===== config.mk =====
export PLATFORM = sky130hd
export DESIGN_NAME = spike_rate_encoder
export DESIGN_NICKNAME = d
export VERILOG_FILES = /design/src/rtl/neuron_pkg.sv /design/src/rtl/spike_lfsr16.sv /design/src/rtl/spike_rate_encoder.sv
export SDC_FILE = /design/constraint.sdc
export NUM_CORES = 1
export LEC_CHECK = 0
export BUFFER_PORTS_ARGS = -buffer_cell sky130_fd_sc_hd__buf_2
export CAP_MARGIN = 20
export CORE_MARGIN = 8
export CORE_UTILIZATION = 31
export DETAILED_ROUTE_END_ITERATION = 10
export GPL_TIMING_DRIVEN = 1
export PLACE_DENSITY = 0.49
export REMOVE_ABC_BUFFERS = 1
export SYNTH_ARGS = -nofsm -noshare
export SYNTH_HDL_FRONTEND = slang
export SYNTH_HIERARCHICAL = 1
export SYNTH_SLANG_ARGS = --single-unit

===== constraint.sdc =====
create_clock -name clk -period 5.15 [get_ports clk]
set_input_delay 0.7725 -clock clk [delete_from_list [all_inputs] [get_ports clk]]
set_output_delay 0.7725 -clock clk [all_outputs]
set_load 0.01 [all_outputs]

===== src/rtl/neuron_pkg.sv =====
`default_nettype none
// ============================================================================
// Module   : neuron_pkg
// Brief    : Shared types and helpers for the spike rate encoder.
// Revision : 1.0 - initial release
// ============================================================================
package neuron_pkg;

  typedef enum logic {
    ENC_DET   = 1'b0,
    ENC_STOCH = 1'b1
  } encode_mode_e;

  typedef enum logic {
    IDLE   = 1'b0,
    ENCODE = 1'b1
  } enc_state_e;

  localparam logic [15:0] LFSR_SEED_DEFAULT = 16'hACE1;

  // Width needed to hold a count of 0..w spikes.
  function automatic int spike_cnt_w(input int w);
    return $clog2(w + 1);
  endfunction

endpackage
`default_nettype wire


===== src/rtl/spike_lfsr16.sv =====
`default_nettype none
// ============================================================================
// Module   : spike_lfsr16
// Brief    : 16-bit Fibonacci LFSR (taps 16,14,13,11), steps when advance=1.
// Revision : 1.0 - initial release
// ============================================================================
module spike_lfsr16 #(
  parameter logic [15:0] SEED = 16'hACE1
) (
  input  logic        clk,
  input  logic        rst_n,
  input  logic        advance,
  output logic [15:0] state
);

  logic w_feedback;

  assign w_feedback = state[15] ^ state[13] ^ state[12] ^ state[10];

  always_ff @(posedge clk or negedge rst_n) begin
    if (!rst_n) begin
      state <= SEED;
    end else if (advance) begin
      state <= {state[14:0], w_feedback};
    end
  end

endmodule
`default_nettype wire


===== src/rtl/spike_rate_encoder.sv =====
`default_nettype none
// ============================================================================
// Module   : spike_rate_encoder
// Brief    : Rate-codes an intensity into a SPIKING_WINDOW-slot spike train.
// Revision : 1.0 - initial release
// ============================================================================
module spike_rate_encoder
  import neuron_pkg::*;
#(
  parameter int          SPIKING_WINDOW = 16,
  parameter int          VALUE_W        = 8,
  parameter logic [15:0] LFSR_SEED      = LFSR_SEED_DEFAULT
) (
  input  logic                                   clk,
  input  logic                                   rst_n,
  input  logic                                   in_valid,
  output logic                                   in_ready,
  input  logic [VALUE_W-1:0]                     in_value,
  input  logic                                   in_mode,
  input  logic                                   flush,
  output logic                                   spike_out,
  output logic                                   busy,
  output logic                                   window_start,
  output logic                                   window_end,
  output logic [spike_cnt_w(SPIKING_WINDOW)-1:0] spike_count
);

  localparam int                 c_CNT_W     = $clog2(SPIKING_WINDOW);
  localparam int                 c_SC_W      = spike_cnt_w(SPIKING_WINDOW);
  localparam logic [c_CNT_W-1:0] c_LAST_SLOT = c_CNT_W'(SPIKING_WINDOW - 1);
  localparam logic [VALUE_W-1:0] c_HALF      = VALUE_W'(2 ** (VALUE_W - 1));
  localparam logic [15:0]        c_LFSR_MASK = 16'((32'd1 << VALUE_W) - 32'd1);

  enc_state_e         r_state;
  encode_mode_e       r_mode;
  logic [c_CNT_W-1:0] r_cnt;
  logic [VALUE_W-1:0] r_acc;
  logic [VALUE_W-1:0] r_value;
  logic [c_SC_W-1:0]  r_win_spikes;
  logic [c_SC_W-1:0]  r_spike_count;

  logic [15:0]        w_lfsr;
  logic [VALUE_W:0]   w_sum;
  logic               w_det_spike;
  logic               w_stoch_spike;
  logic               w_spike;
  logic               w_busy;
  logic               w_last;
  logic               w_accept;

  spike_lfsr16 #(
    .SEED (LFSR_SEED)
  ) u_lfsr (
    .clk     (clk),
    .rst_n   (rst_n),
    .advance (w_busy),
    .state   (w_lfsr)
  );

  // Accumulator carry-out marks a spike; the remainder carries to the next slot.
  assign w_sum         = {1'b0, r_acc} + {1'b0, r_value};
  assign w_det_spike   = w_sum[VALUE_W];
  assign w_stoch_spike = (w_lfsr & c_LFSR_MASK) < 16'(r_value);
  assign w_spike       = (r_mode == ENC_STOCH) ? w_stoch_spike : w_det_spike;

  assign w_busy   = (r_state == ENCODE);
  assign w_last   = w_busy && (r_cnt == c_LAST_SLOT);
  assign in_ready = (r_state == IDLE) || (w_last && !flush);
  assign w_accept = in_valid && in_ready;

  assign busy         = w_busy;
  assign spike_out    = w_busy && w_spike;
  assign window_start = w_busy && (r_cnt == '0);
  assign window_end   = w_last;
  assign spike_count  = r_spike_count;

  always_ff @(posedge clk or negedge rst_n) begin
    if (!rst_n) begin
      r_state       <= IDLE;
      r_mode        <= ENC_DET;
      r_cnt         <= '0;
      r_acc         <= '0;
      r_value       <= '0;
      r_win_spikes  <= '0;
      r_spike_count <= '0;
    end else begin
      if (w_busy) begin
        r_acc        <= w_sum[VALUE_W-1:0];
        r_cnt        <= r_cnt + c_CNT_W'(1);
        r_win_spikes <= r_win_spikes + c_SC_W'(w_spike);
        if (w_last && !flush) begin
          r_spike_count <= r_win_spikes + c_SC_W'(w_spike);
        end
        if (flush || w_last) begin
          r_state <= IDLE;
        end
      end
      // A last-slot accept overrides the return to IDLE, chaining windows.
      if (w_accept) begin
        r_state      <= ENCODE;
        r_mode       <= encode_mode_e'(in_mode);
        r_value      <= in_value;
        r_acc        <= c_HALF;
        r_cnt        <= '0;
        r_win_spikes <= '0;
      end
    end
  end

endmodule
`default_nettype wire


* Yosys cells after proc, flatten, opt, wreduce, memory -nomap -nowiden *
Index checks and enable logic that the tools add are counted.

cells by class
  equality and inequality tests = 1
  bitwise logic cells = 4
  magnitude comparators = 1
  multiplexer cells = 10
  reductions and logical operators = 11
  add/subtract/negate cells = 3

operators by type and width
  operator             count
  $mux 8               2
  $mux 5               2
  $add 8x8->9          1
  $lt 8x8->1           1
  $mux 4               2
  $add 5x1->5          1
  $logic_and 1x1->1    5
  $add 4x1->4 const B  1
  $eq 4x4->1 const B   1
  $logic_not 4->1      1
  $mux 1               4
  $xor 1x1->1          3
  $logic_or 1x1->1     2
  $reduce_and 2->1     1
  $reduce_bool 2->1    1
  $logic_not 1->1      1
  $not 1->1            1

word-level totals
  flip-flop bits (word level) = 48
  logic and storage cells = 38

* Logic depth before layout (Yosys ltp) *
  depth after elaboration = 6
  gate-level depth with buffers = 12
  gate-level depth less buffers = 12

* Hierarchy *
The synthesis kept the hierarchy.

by module, submodules not included
  module              seq. area each (um^2)  cells each  instances  area each (um^2)
  spike_rate_encoder  800.8                  196         1          1859.3
  spike_lfsr16        410.4                  38          1          675.6

* Worst setup path before layout *
OpenSTA, ideal clock, no wires.

  path kind = register to register
  start point = reg r_acc[0]
  end point = reg r_spike_count[4], in the netlist spike_count[4]
  buffers on the path = 0
  setup time = 0.143 ns
  setup slack = 2.546 ns
  data required time = 5.007 ns
  period minus slack after synthesis = 2.604 ns
  data arrival time = 2.462 ns
  cell stages (with the launch flop) = 13
  cells stage by stage = dfrtp_1 > ha_1 > fa_1 > a211oi_1 > nor2_1 > o31ai_1 > a22o_1 > a21oi_1 > ha_1 > ha_1 > nand3_1 > xor2_1 > a21oi_1

between the ends
  cells in the longest elaborated chain, start to end = 3

ends and longest elaborated chain
  element                 line                       source
  start, declared         spike_rate_encoder.sv:37   logic [VALUE_W-1:0] r_acc;
  start signal, assigned  spike_rate_encoder.sv:88   r_acc <= w_sum[VALUE_W-1:0];
  start signal, assigned  spike_rate_encoder.sv:103  r_acc <= c_HALF;
  $add 8x8->9             spike_rate_encoder.sv:61   assign w_sum = {1'b0, r_acc} + {1'b0, r_value};
  $mux 1                  spike_rate_encoder.sv:64   assign w_spike = (r_mode == ENC_STOCH) ? w_stoch_spike : w_det_spike;
  $add 5x1->5             spike_rate_encoder.sv:92   r_spike_count <= r_win_spikes + c_SC_W'(w_spike);
  end signal, assigned    spike_rate_encoder.sv:92
  end, declared           spike_rate_encoder.sv:40   logic [c_SC_W-1:0] r_spike_count;

Every way passes these cells.
A chain may end at the register's enable or synchronous reset.

* Final worst setup path *
  start point = reg r_acc[0]
  end point = out spike_out

between the ends
  cells in the longest elaborated chain, start to end = 3

ends and longest elaborated chain
  element            line                      source
  $add 8x8->9        spike_rate_encoder.sv:61
  $mux 1             spike_rate_encoder.sv:64
  $logic_and 1x1->1  spike_rate_encoder.sv:72  assign spike_out = w_busy && w_spike;
  end, declared      spike_rate_encoder.sv:21  output logic spike_out,

Every way passes these cells.

==> out/qor.csv <==
stage;metric;value;unit
floorplanning;rows;33;
floorplanning;fp.dieW;106;um
clocking;cts_hold_buf;0;
yosys;synth-adder-area-share;0.102;
floorplanning;die_area;11300;um^2
placement;port-buffer-count;22;
yosys;synth_cells;234;
cells_and_area;nets;289;
worst_setup_path;worstSetupPathType;register to output pin;
yosys;syn_area_per_cell;10.8;um^2
grt;grt_pass1_wl;8790;um
clocking;post_cts_resize_count;0;
pwr;ir_worst_vdd;0.230;mV
clocking;clockBufferDepth;2;
yosys;synthMuxAreaShare;0.0874;
floorplanning;io_pins;23;
cells_and_area;final-seq-area;1210;um^2
detailed_routing;dr.pass1.iters;4;
job;drv_cap;0;
clocking;cts_buffers;5;
timing;finalHoldViolations;0;
detailed_routing;drcViolationCount;0;
clocking;clockRootBuffer;clkbuf_8;
yosys;synth_top_family_by_area;simple AND/OR/NAND/NOR gates;
clocking;cts_setup_buffers;0;
clocking;htreeDepth;2;
pwr;p_leak;0.00132;uW
detailed_routing;drtAntennaViolNets;0;
cells_and_area;final_util;0.353;
yosys;synth-compound-area-share;0.116;
timing;tns;0;ns
timing;tightestPinTransition;0.824;ns
grt;grt.total_usage;0.0965;
timing;max_freq;321;MHz
yosys;yosysWarnings;6;
timing;slew_headroom;0.451;
detailed_routing;routed_wl;5060;um
placement;gp_congestion;0.767;
timing;finalCritPeriodShare;0.605;
yosys;synthSimpleGateAreaFrac;0.123;
yosys;ys_seq_elements;48;
worst_setup_path;worstPathMaxFanout;3;
cells_and_area;drive_gt1_frac;0.233;
worst_setup_path;cp-end-kind;output pin;
yosys;synth.distinct_cells;42;
cells_and_area;multiInputGateArea;1210;um^2
detailed_routing;initialDrtViolationCount;63;
detailed_routing;vias_per_cell;4.67;
status;status;finished, final reports clean;
cells_and_area;area_growth;12.1;%
yosys;synthFlopType;dfrtp_1;
grt;grt_pass1_vias;1769;
detailed_routing;vias;1692;
yosys;async_flop_share;1.00;
floorplanning;die_h;106;um
cells_and_area;final_cells;362;
timing;rsz0062_at_grt;no;
hold_path;holdCritPathClass;register to register;
clocking;path_clk_slew;0.09;ns
clocking;clkSinkCount;48;
timing;finalCriticalPeriod;3.11;ns
grt;antenna_found_initial;0;
placement;hpwlAfterDp;3590;um
cells_and_area;antenna_cells;0;
worst_setup_path;cp-start-kind;register;
worst_setup_path;cp_data_required_time;4.38;ns
yosys;seq_area_frac_synth;0.478;
placement;place_inst;353;
timing;finalSetupViolCount;0;
floorplanning;core-area;8050;um^2
pwr;p_per_area;534;nW/um^2
grt;gr-total-overflow;0;
cells_and_area;n_fill_cell;822;
floorplanning;start_util;0.315;
timing;skew;0.00512;ns
timing;drv_slew;0;
worst_setup_path;cp.arrival;2.34;ns
yosys;syn-cell-area;2530;um^2
clocking;cts_tree;done;
grt;grt_max_degree;49;
yosys;synth_edf_count;0;
clocking;clock_latency;0.30;ns
yosys;synth_xor_area_frac;0.0484;
detailed_routing;wire_per_inst;14.0;um
[worst paths after layout]
kind                                      start                    endpoint  slack, ns  cells after the start
setup / recovery           r_acc[0]$_DFFE_PN0P_                   spike_out       2.04                      8
hold / removal             r_acc[0]$_DFFE_PN0P_        r_acc[0]$_DFFE_PN0P_       0.49                      2
setup reg to reg           r_acc[0]$_DFFE_PN0P_  spike_count[4]$_DFFE_PN0P_       2.33                     12
hold reg to reg            r_acc[0]$_DFFE_PN0P_        r_acc[0]$_DFFE_PN0P_       0.49                      2
max in group asynchronous                 rst_n              busy$_DFF_PN0_       4.16                      2
min in group asynchronous                 rst_n        r_cnt[2]$_DFFE_PN0P_       0.55                      2
[state kept, by name, summed over array words and instances, names as in the netlist]
name / cells
u_lfsr/state: 16
r_acc: 8
r_value: 8
r_win_spikes: 5
spike_count: 5
r_cnt: 4
busy: 1
r_mode: 1
[metrics by stage]
step                      instance area [um^2]  setup slack, ns  hold slack (ns)  power, uW
after CTS                                 2810             1.99            0.490       1530
final                                     2840             2.04            0.485       1520
after global placement                    2710             2.34            0.459       1240
after floorplan                           2460             2.55            0.445       1090
after detailed placement                  2710             2.31            0.471       1250
after global routing                      2840             1.85            0.527       1660
[logic make-up after synthesis]
kind of cell / after synthesis
buffers and inverters: 19
multiplexers: 17
flip-flops: 48
adder cells (fa/ha/maj): 20
AO/OA/AOI/OAI: 47
AND/OR/NAND/NOR: 69
XOR/XNOR: 14
[layout make-up]
type	instances	area share
inverter	10	0.0132
clock inverter	2	0.0123
multi-input combinational	167	0.425
timing repair buffer	24	0.0511
sequential	48	0.426
tap	105	0.0462
clock buffer	6	0.0255
[cell usage in the layout, fill, tap and decap left out, types with 2 or more instances in the layout]
cell type | Yosys | routed
a21oi_1 | 9 | 9
nor3b_1 | 2 | 2
xnor2_1 | 6 | 6
o31ai_1 | 6 | 6
a21o_1 | 2 | 2
mux2_4 | 8 | 8
nand3_1 | 9 | 9
clkbuf_8 | 0 | 5
dfstp_2 | 8 | 8
inv_1 | 10 | 10
a211oi_1 | 4 | 4
ha_1 | 19 | 19
nand2_1 | 32 | 32
xor2_1 | 8 | 8
buf_2 | 1 | 22
nor2_1 | 14 | 14
nand4_1 | 3 | 3
dfrtp_1 | 40 | 40
o21ai_0 | 16 | 16
o21a_1 | 2 | 2
mux2_2 | 9 | 9
[synthesized netlist by cell type (2+ instances only)]
cell,instances,area share
a211oi_1,4,0.012
a21o_1,2,0.0059
a21oi_1,9,0.018
buf_4,3,0.0089
buf_6,2,0.0089
clkbuf_1,2,0.0030
dfrtp_1,40,0.39
dfstp_2,8,0.083
ha_1,19,0.094
inv_1,10,0.015
mux2_2,9,0.040
mux2_4,8,0.047
nand2_1,32,0.047
nand3_1,9,0.018
nand4_1,3,0.0074
nor2_1,14,0.021
nor3b_1,2,0.0059
o21a_1,2,0.0059
o21ai_0,16,0.032
o31ai_1,6,0.018
xnor2_1,6,0.021
xor2_1,8,0.028
[per-layer routing]
| metal | routed length [um] | vias up | track usage |
|---|---|---|---|
| met2 | 2090 | 27 | 0.140 |
| met3 | 259 | 5 | 0.0284 |
| met5 | 0 | - | 0 |
| met1 | 2660 | 804 | 0.134 |
| met4 | 57 | 0 | 0.0302 |
| li1 | - | 856 | - |
[report_power, final]
part           switching, uW  internal, uW  leakage [uW]
clock                    129           144     0.0000552
combinational            295           307      0.000683
sequential               104           538      0.000580
total                    528           989       0.00132
[worst max-delay path, stage by stage, from the launching register on]
cell and delay (ns):
dfrtp_1 0.39, ha_1 0.24, fa_1 0.44, a211oi_1 0.22, nor2_1 0.11, o31ai_1 0.24, a22o_1 0.19, nor3b_1 0.07
buf_2 0.15
No activity file was read; power rests on OpenSTA's default activity.
